`src/rtl/collect_usb_resp.sv`:
```
// Device-side responder for the console/collect USB command protocol: accepts command bags,
// drives the ADC config/conversion handshakes, requests response bags and watches the CLINK keep-alive.
module collect_usb_resp #(
  parameter logic [31:0] LINK_TIMEOUT = 32'd15_000_000,
  parameter logic [31:0] DEVICE_IDX   = 32'h13579BDF
) (
  input  logic        clk,
  input  logic        rst,
  input  logic        fs_read,
  output logic        fd_read,
  input  logic [3:0]  read_btype,
  input  logic [3:0]  read_data_idx,
  input  logic [31:0] read_device_idx,
  output logic        fs_conf,
  input  logic        fd_conf,
  output logic        fs_conv,
  input  logic        fd_conv,
  output logic        fs_send,
  input  logic        fd_send,
  output logic [3:0]  send_btype,
  output logic [3:0]  data_idx,
  output logic        link_ok,
  output logic [7:0]  err_cnt
);

  localparam logic [3:0] BAG_DCONF = 4'b0001;
  localparam logic [3:0] BAG_DCONV = 4'b1001;
  localparam logic [3:0] BAG_CLINK = 4'b1011;
  localparam logic [3:0] BAG_DTYPE = 4'b1001;
  localparam logic [3:0] BAG_DTEMP = 4'b1010;
  localparam logic [3:0] BAG_DATA  = 4'b0101;
  localparam logic [3:0] BAG_INIT  = 4'b0000;

  typedef enum logic [11:0] {
    MAIN_IDLE  = 12'b0000_0000_0001,
    TYPE_SEND  = 12'b0000_0000_0010,
    TYPE_DONE  = 12'b0000_0000_0100,
    MAIN_WAIT  = 12'b0000_0000_1000,
    READ_LATCH = 12'b0000_0001_0000,
    READ_DONE  = 12'b0000_0010_0000,
    CONF_WORK  = 12'b0000_0100_0000,
    CONF_DONE  = 12'b0000_1000_0000,
    CONV_WORK  = 12'b0001_0000_0000,
    CONV_DONE  = 12'b0010_0000_0000,
    RESP_SEND  = 12'b0100_0000_0000,
    RESP_DONE  = 12'b1000_0000_0000
  } state_t;

  state_t      state_reg, state_next;
  logic [3:0]  btype_lat_reg, btype_lat_next;
  logic [3:0]  idx_lat_reg, idx_lat_next;
  logic [31:0] dev_lat_reg, dev_lat_next;
  logic [3:0]  send_btype_reg, send_btype_next;
  logic [3:0]  data_idx_reg, data_idx_next;
  logic [7:0]  err_cnt_reg, err_cnt_next;
  logic [31:0] wd_cnt_reg, wd_cnt_next;
  logic        link_seen_reg, link_seen_next;

  logic cmd_known, cmd_accept, read_exit;

  assign cmd_known  = (btype_lat_reg == BAG_DCONF) || (btype_lat_reg == BAG_DCONV) ||
                      (btype_lat_reg == BAG_CLINK);
  assign cmd_accept = cmd_known && (dev_lat_reg == DEVICE_IDX);
  assign read_exit  = (state_reg == READ_DONE) && !fs_read;

  always_ff @(posedge clk or negedge rst) begin
    if (!rst) begin
      state_reg      <= MAIN_IDLE;
      btype_lat_reg  <= 4'd0;
      idx_lat_reg    <= 4'd0;
      dev_lat_reg    <= 32'd0;
      send_btype_reg <= BAG_INIT;
      data_idx_reg   <= 4'd0;
      err_cnt_reg    <= 8'd0;
      wd_cnt_reg     <= 32'd0;
      link_seen_reg  <= 1'b0;
    end else begin
      state_reg      <= state_next;
      btype_lat_reg  <= btype_lat_next;
      idx_lat_reg    <= idx_lat_next;
      dev_lat_reg    <= dev_lat_next;
      send_btype_reg <= send_btype_next;
      data_idx_reg   <= data_idx_next;
      err_cnt_reg    <= err_cnt_next;
      wd_cnt_reg     <= wd_cnt_next;
      link_seen_reg  <= link_seen_next;
    end
  end

  always_comb begin
    state_next = state_reg;
    case (state_reg)
      MAIN_IDLE:  state_next = TYPE_SEND;
      TYPE_SEND:  if (fd_send)  state_next = TYPE_DONE;
      TYPE_DONE:  if (!fd_send) state_next = MAIN_WAIT;
      MAIN_WAIT:  if (fs_read)  state_next = READ_LATCH;
      READ_LATCH: state_next = READ_DONE;
      READ_DONE: begin
        if (!fs_read) begin
          if (cmd_accept && btype_lat_reg == BAG_DCONF)      state_next = CONF_WORK;
          else if (cmd_accept && btype_lat_reg == BAG_DCONV) state_next = CONV_WORK;
          else                                               state_next = MAIN_WAIT;
        end
      end
      CONF_WORK:  if (fd_conf)  state_next = CONF_DONE;
      CONF_DONE:  if (!fd_conf) state_next = RESP_SEND;
      CONV_WORK:  if (fd_conv)  state_next = CONV_DONE;
      CONV_DONE:  if (!fd_conv) state_next = RESP_SEND;
      RESP_SEND:  if (fd_send)  state_next = RESP_DONE;
      RESP_DONE:  if (!fd_send) state_next = MAIN_WAIT;
      default:    state_next = MAIN_IDLE;
    endcase
  end

  always_comb begin
    btype_lat_next  = btype_lat_reg;
    idx_lat_next    = idx_lat_reg;
    dev_lat_next    = dev_lat_reg;
    send_btype_next = send_btype_reg;
    data_idx_next   = data_idx_reg;
    err_cnt_next    = err_cnt_reg;
    link_seen_next  = link_seen_reg;
    wd_cnt_next     = (wd_cnt_reg < LINK_TIMEOUT) ? wd_cnt_reg + 32'd1 : wd_cnt_reg;

    if (state_reg == MAIN_WAIT && fs_read) begin
      btype_lat_next = read_btype;
      idx_lat_next   = read_data_idx;
      dev_lat_next   = read_device_idx;
    end
    if (state_reg == MAIN_IDLE) send_btype_next = BAG_DTYPE;
    if (state_reg == CONF_DONE && !fd_conf) send_btype_next = BAG_DTEMP;
    if (state_reg == CONV_DONE && !fd_conv) send_btype_next = BAG_DATA;

    // A clear on an accepted command overrides the saturating increment.
    if (read_exit) begin
      if (cmd_accept) begin
        wd_cnt_next    = 32'd0;
        link_seen_next = 1'b1;
        if (btype_lat_reg == BAG_DCONV) data_idx_next = idx_lat_reg;
      end else if (err_cnt_reg != 8'hFF) begin
        err_cnt_next = err_cnt_reg + 8'd1;
      end
    end
  end

  assign fd_read    = (state_reg == READ_DONE);
  assign fs_conf    = (state_reg == CONF_WORK);
  assign fs_conv    = (state_reg == CONV_WORK);
  assign fs_send    = (state_reg == TYPE_SEND) || (state_reg == RESP_SEND);
  assign send_btype = send_btype_reg;
  assign data_idx   = data_idx_reg;
  assign err_cnt    = err_cnt_reg;
  assign link_ok    = link_seen_reg && (wd_cnt_reg < LINK_TIMEOUT);

endmodule
```
`config.mk`:
```
export PLATFORM = sky130hd
export DESIGN_NAME = collect_usb_resp
export DESIGN_NICKNAME = d
export VERILOG_FILES = /design/src/rtl/collect_usb_resp.sv
export SDC_FILE = /design/constraint.sdc
export NUM_CORES = 1
export LEC_CHECK = 0
export BUFFER_PORTS_ARGS = -buffer_cell sky130_fd_sc_hd__buf_2
export CORE_MARGIN = 4
export CORE_UTILIZATION = 57
export CTS_CLUSTER_DIAMETER = 30
export DETAILED_ROUTE_END_ITERATION = 16
export PLACE_DENSITY = 0.79
export SLEW_MARGIN = 20
export SYNTH_ARGS = -nofsm -noshare
export SYNTH_HDL_FRONTEND = slang
export SYNTH_SLANG_ARGS = --single-unit
```
`constraint.sdc`:
```
create_clock -name clk -period 3.31 [get_ports clk]
set_input_delay 0.1655 -clock clk [delete_from_list [all_inputs] [get_ports clk]]
set_output_delay 0.1655 -clock clk [all_outputs]
set_load 0.02 [all_outputs]
```
==> results of run 1 <==
cell usage after synthesis, drive strengths merged (2+ instances only):
cell,instances,area [µm²]
xnor2,15,131
nand4b,7,61.3
or4bb,3,33.8
nor2b,5,31.3
buf,4,26.3
clkbuf,13,50.0
or4b,3,33.8
and3,12,75.1
or4,11,85.1
o21a,5,37.5
ha,2,25.0
mux2i,3,30.0
mux2,50,563
nor3b,2,15.0
nand4,17,106
nor4,22,150
and3b,2,17.5
nand2,21,78.8
or3,5,36.3
xor2,3,26.3
o21ai,6,30.0
nand2b,7,43.8
inv,10,37.5
o31ai,9,67.6
nand3,23,115
a21oi,16,80.1
nor2,21,78.8
o22ai,3,18.8
nor3,8,40.0
and4,2,17.5
dfrtp,100,2500
o211ai,2,15.0
and2,14,87.6
worst max-delay path: cells and delay by family (launching register included):
kind / cells / cell delay (ps)
and+or+nand+nor: 4 / 2360
DFF: 1 / 390
placed cells by master, fill, tap and decap left out, types with 3 or more instances in the layout:
master	Yosys	layout
nand3_1	23	23
nor4_1	20	20
nor2_1	21	21
nand4_1	17	17
o21a_1	5	5
o21ai_0	6	6
o22ai_1	3	3
nand2_1	21	21
xor2_1	3	3
or3_1	4	4
a21oi_1	16	16
o31ai_1	9	9
nand4b_1	7	7
mux2i_1	3	3
buf_2	3	65
or4_1	9	9
buf_4	0	8
nand2b_1	7	7
mux2_1	3	3
nor2b_1	5	5
mux2_2	47	47
xnor2_1	15	15
inv_1	10	10
and3_1	12	12
inv_6	0	3
nor3_1	8	8
or4bb_1	3	3
dlygate4sd3_1	0	11
dfrtp_1	100	100
and2_1	14	14
clkbuf_8	0	9
routing by layer:
metal,global-route usage,up-vias,part of all wire
li1,-,1792,-
met1,0.299,1806,0.45
met2,0.347,93,0.47
met3,0.0609,21,0.054
met4,0.0725,0,0.023
met5,0,-,0
power by group:
group	total [W]	switching [W]	internal [W]	leakage (nW)
sequential	0.00160	0.000143	0.00146	1.29
clock	0.000852	0.000476	0.000376	0.112
combinational	0.000557	0.000268	0.000289	1.34
total	0.00301	0.000887	0.00212	2.74
worst max path at each step:
| stage | startpoint | end | depth (start not counted) |
|---|---|---|---|
| after floorplan | state_reg[0] | err_cnt[1] | 7 |
| after global placement | dev_lat_reg[26] | wd_cnt_reg[28] | 4 |
| after detailed placement | dev_lat_reg[26] | wd_cnt_reg[31] | 4 |
| after CTS | dev_lat_reg[26] | wd_cnt_reg[31] | 4 |
| after global routing | dev_lat_reg[26] | wd_cnt_reg[5] | 5 |
| final | dev_lat_reg[26] | wd_cnt_reg[31] | 4 |
area by class of cell:
type                    instances  area, µm²
clock buffers                   9        124
well taps                     105        131
clock inverters                 7        100
repair buffers                 84        495
multi-input cells             312       2260
flip-flops and latches        101       2530
inverters                      10       37.5
fillers                       613       2620
metrics by stage:
step / power, W / utilization / cells
floorplan: 0.00201 / - / 440
global placement: 0.00213 / 0.643 / 601
detailed placement: 0.00217 / 0.643 / 601
CTS: 0.00303 / 0.675 / 621
global route: 0.00318 / 0.684 / 628
finish: 0.00301 / 0.684 / 628
repair_timing:
action	4_1_cts	5_1_grt
hold endpoints to repair	61	7
hold buffers	4	7
resized for setup	0	0
logic make-up after synthesis:
group / share of synthesized area
flip-flops: 0.516
adder cells (fa/ha/maj): 0.00511
buffers and inverters: 0.0232
AND/OR/NAND/NOR: 0.231
AO/OA/AOI/OAI: 0.0718
multiplexers: 0.121
XOR/XNOR: 0.0322
==> impl_metrics.yaml, run 1 <==
worst_hold_path:
  hp-class: "input port to flop"
  hp-start: "read_device_idx[13]"
  hold_depth: 2
  hold_end: "dev_lat_reg[13]"
timing:
  slew_violations: 0
  setup_tns_ps: 0
  hold_viol_final: 0
  fin_crit_sh: 0.860
  fin_crit_ps: 2850
  rsz0062_at_grt: "no"
  timing.hold.ws_ps: 17.6
  fmax_mhz: 351
  layout_setup_ws_ps: 463
  fin_worst_skew_ps: 15.5
  tightest_slew_ps: 768
  finalSetupViolCount: 0
  slew-limit-headroom: 0.484
final_layout:
  antenna_cells: 0
  nNetsFinal: 566
  layout-drive-gt1-share: 0.285
  fin_area_mm2: 0.00568
  area_delta_synth_final_pct: 15.9
synthesis:
  seq_area_frac_synth: 0.516
  synth_nets: 488
  avgSynthCellArea_um2: 11.1
  synth_top_flop_cell: "dfrtp_1"
  ys_warn_count: 0
  synth_cell_type_count: 54
  ys_ff_latch: 101
  synth_edf_count: 0
  postSynthCellCount: 440
  netlist_area_mm2: 0.00490
  async_reset_ff_frac: 1.00
die:
  num_rows: 33
  io_pins: 67
  floorplan.initialDensity: 0.590
  core_area_mm2: 0.00830
  die_w_um: 101
  dieArea_mm2: 0.0101
  fp.dieH_um: 101
detailed_routing:
  firstDrtPassIters: 4
  routed_wl_um: 10400
  ant_nets: 0
  drtIter0Drc: 151
  wl_per_cell_um: 16.6
  drc_errors: 0
  via_per_inst: 5.91
  vias: 3712
critical_path:
  cp-end-kind: "flop"
  r2r_slack_ps: 460
  arrival_ps: 3110
  r2r-end: "wd_cnt_reg[31]"
  startpoint_type: "flop"
  r2r_cells: 4
  required_ps: 3570
  cp_cell_sequence: "or4b_2, nor4_2, nand4_1, and2_1"
  slowest_stage: "or4b_2"
  timing.rr.start: "dev_lat_reg[26]"
  critPathMaxFanout: 17
  path_class: "flop to flop"
  slowest_delay_ps: 680
placement:
  port_buffers: 66
  gp_congestion: 0.917
  dp_hpwl_um: 7370
  place_ws_ps: 495
  place_area_mm2: 0.00534
global_routing:
  grt_max_degree: 62
  grt_pass1_wl_um: 17900
  grt_pass1_vias: 3727
  overflow: 0
  antenna_found_initial: 0
  grt_usage: 0.221
clocking:
  cts-root-buf: "clkbuf_8"
  postCtsSetupRepairBufs: 0
  worst_skew_pair.late_latency_ps: 370
  numCtsBuffers: 9
  clock_tree.buffer_depth: 2
  cts_tree: "built"
  clkTransAtPathRegs_ps: 110
  htreeDepth: 3
  cts.sinks: 101
power:
  power.leakage_nw: 2.74
  vdd_ir_drop_max_uv: 322
  powerDensity_mw_per_mm2: 529
flow_run:
  maxCapViolCount: 0
run_status:
  status: "finished clean"
No activity file was read; power rests on OpenSTA's default activity.
==> run 2: changes to the inputs <==
Clock period 3.31 ns to 2.7 ns, I/O delays scaled along.
==> impl_metrics.yaml, run 2 (synthesis results as in run 1) <==
placement:
  dp_hpwl_um: 7710
  place_area_mm2: 0.00541
  place_ws_ps: 124
  port_buffers: 66
  gp_congestion: 0.912
die:
  floorplan.initialDensity: 0.590
  core_area_mm2: 0.00830
  die_w_um: 101
  fp.dieH_um: 101
  dieArea_mm2: 0.0101
  io_pins: 67
  num_rows: 33
global_routing:
  overflow: 0
  grt_max_degree: 50
  antenna_found_initial: 0
  grt_pass1_vias: 4126
  grt_usage: 0.253
  grt_pass1_wl_um: 20300
timing:
  tightest_slew_ps: 665
  fin_crit_ps: 2540
  hold_viol_final: 0
  setup_tns_ps: 0
  fin_worst_skew_ps: 17.5
  layout_setup_ws_ps: 156
  fmax_mhz: 393
  fin_crit_sh: 0.942
  slew_violations: 0
  finalSetupViolCount: 0
  rsz0062_at_grt: "no"
  timing.hold.ws_ps: 227
  slew-limit-headroom: 0.556
final_layout:
  utilization: 0.728
  nNetsFinal: 607
  layout_common_cells: "dfrtp_1 (100), buf_2 (65), mux2_2 (47), dlygate4sd3_1 (43), nand3_1 (23)"
  antenna_cells: 0
  area_delta_synth_final_pct: 23.4
  n_fill_cell: 568
  layout-drive-gt1-share: 0.280
  layout_commonest_cell: "dfrtp_1"
  fin_area_mm2: 0.00605
critical_path:
  critPathMaxFanout: 6
  startpoint_type: "flop"
  startpoint: "state_reg[1]"
  arrival_ps: 2410
  timing.rr.start: "state_reg[1]"
  path_class: "flop to output port"
  cp-end-kind: "output port"
  required_ps: 2570
clocking:
  cts_tree: "built"
  clkTransAtPathRegs_ps: 110
  worst_skew_pair.late_latency_ps: 380
  numCtsBuffers: 9
  cts.sinks: 101
  postCtsSetupRepairBufs: 0
  cts-root-buf: "clkbuf_8"
  clock_tree.buffer_depth: 2
  htreeDepth: 3
power:
  power.leakage_nw: 2.91
  vdd_ir_drop_max_uv: 456
  powerDensity_mw_per_mm2: 613
detailed_routing:
  wl_per_cell_um: 17.8
  drc_errors: 0
  vias: 3960
  firstDrtPassIters: 5
  routed_wl_um: 11900
  via_per_inst: 5.92
  drtIter0Drc: 232
  ant_nets: 0
worst_hold_path:
  hp-start: "fs_read"
  hp-class: "input port to flop"
flow_run:
  maxCapViolCount: 0
run_status:
  status: "finished clean"
-- run 2: cell types whose count changed in the layout (fill, tap and decap cells not counted) --
| cell | before | now |
|---|---|---|
| inv_6 | 3 | 2 |
| clkinv_4 | 0 | 2 |
| bufinv_16 | 1 | 0 |
| buf_4 | 8 | 17 |
| dlygate4sd3_1 | 11 | 43 |
-- run 2: routing by layer --
| metal | global-route usage | wire length (µm) |
|---|---|---|
| met1 | 0.326 | 4960 |
| met2 | 0.427 | 6070 |
| met3 | 0.0595 | 683 |
| met4 | 0.0736 | 199 |
| met5 | 0 | 0 |
-- run 2: final cells by class --
type / count / area [µm²] / area share
Sequential cell: 101 / 2530 / 0.418
Multi-Input combinational cell: 312 / 2260 / 0.374
Clock buffer: 9 / 124 / 0.0205
Clock inverter: 7 / 78.8 / 0.0130
Timing Repair Buffer: 125 / 883 / 0.146
Inverter: 10 / 37.5 / 0.00621
Tap cell: 105 / 131 / 0.0217
-- run 2: what timing repair did --
action | in CTS | in global routing
hold buffers | 43 | 0
resized for setup | 0 | 0
endpoints found under the hold margin | 89 | 0
endpoints found under the setup margin | 0 | 2
-- run 2: path summary, 6_finish.rpt --
kind	cells past startpoint	end	slack, ps
setup / recovery	6	fs_conf	160
hold / removal	4	err_cnt[3]	230
setup reg to reg	6	data_idx[3]	160
hold reg to reg	1	link_seen_reg	480
max in group asynchronous	3	state_reg[0]	1570
min in group asynchronous	2	err_cnt[5]	300
-- run 2: worst max-delay path: stages, from the launching register on --
cell	delay [ps]
dfrtp_1	470
or4_1	610
buf_4	190
nor2_1	270
nand4b_1	240
inv_1	90
buf_2	160
-- run 2: report_power, final --
part	internal, W	switching, W	leakage (nW)	total [W]
Sequential	0.00178	0.000179	1.29	0.00196
Combinational	0.000402	0.000365	1.51	0.000767
Clock	0.000367	0.000609	0.102	0.000976
Total	0.00255	0.00115	2.91	0.00371
-- run 2: metrics by stage --
step	total power [W]	instances
finish	0.00371	669
global route	0.00390	669
CTS	0.00370	669
detailed placement	0.00268	610
global placement	0.00263	610
floorplan	0.00246	440
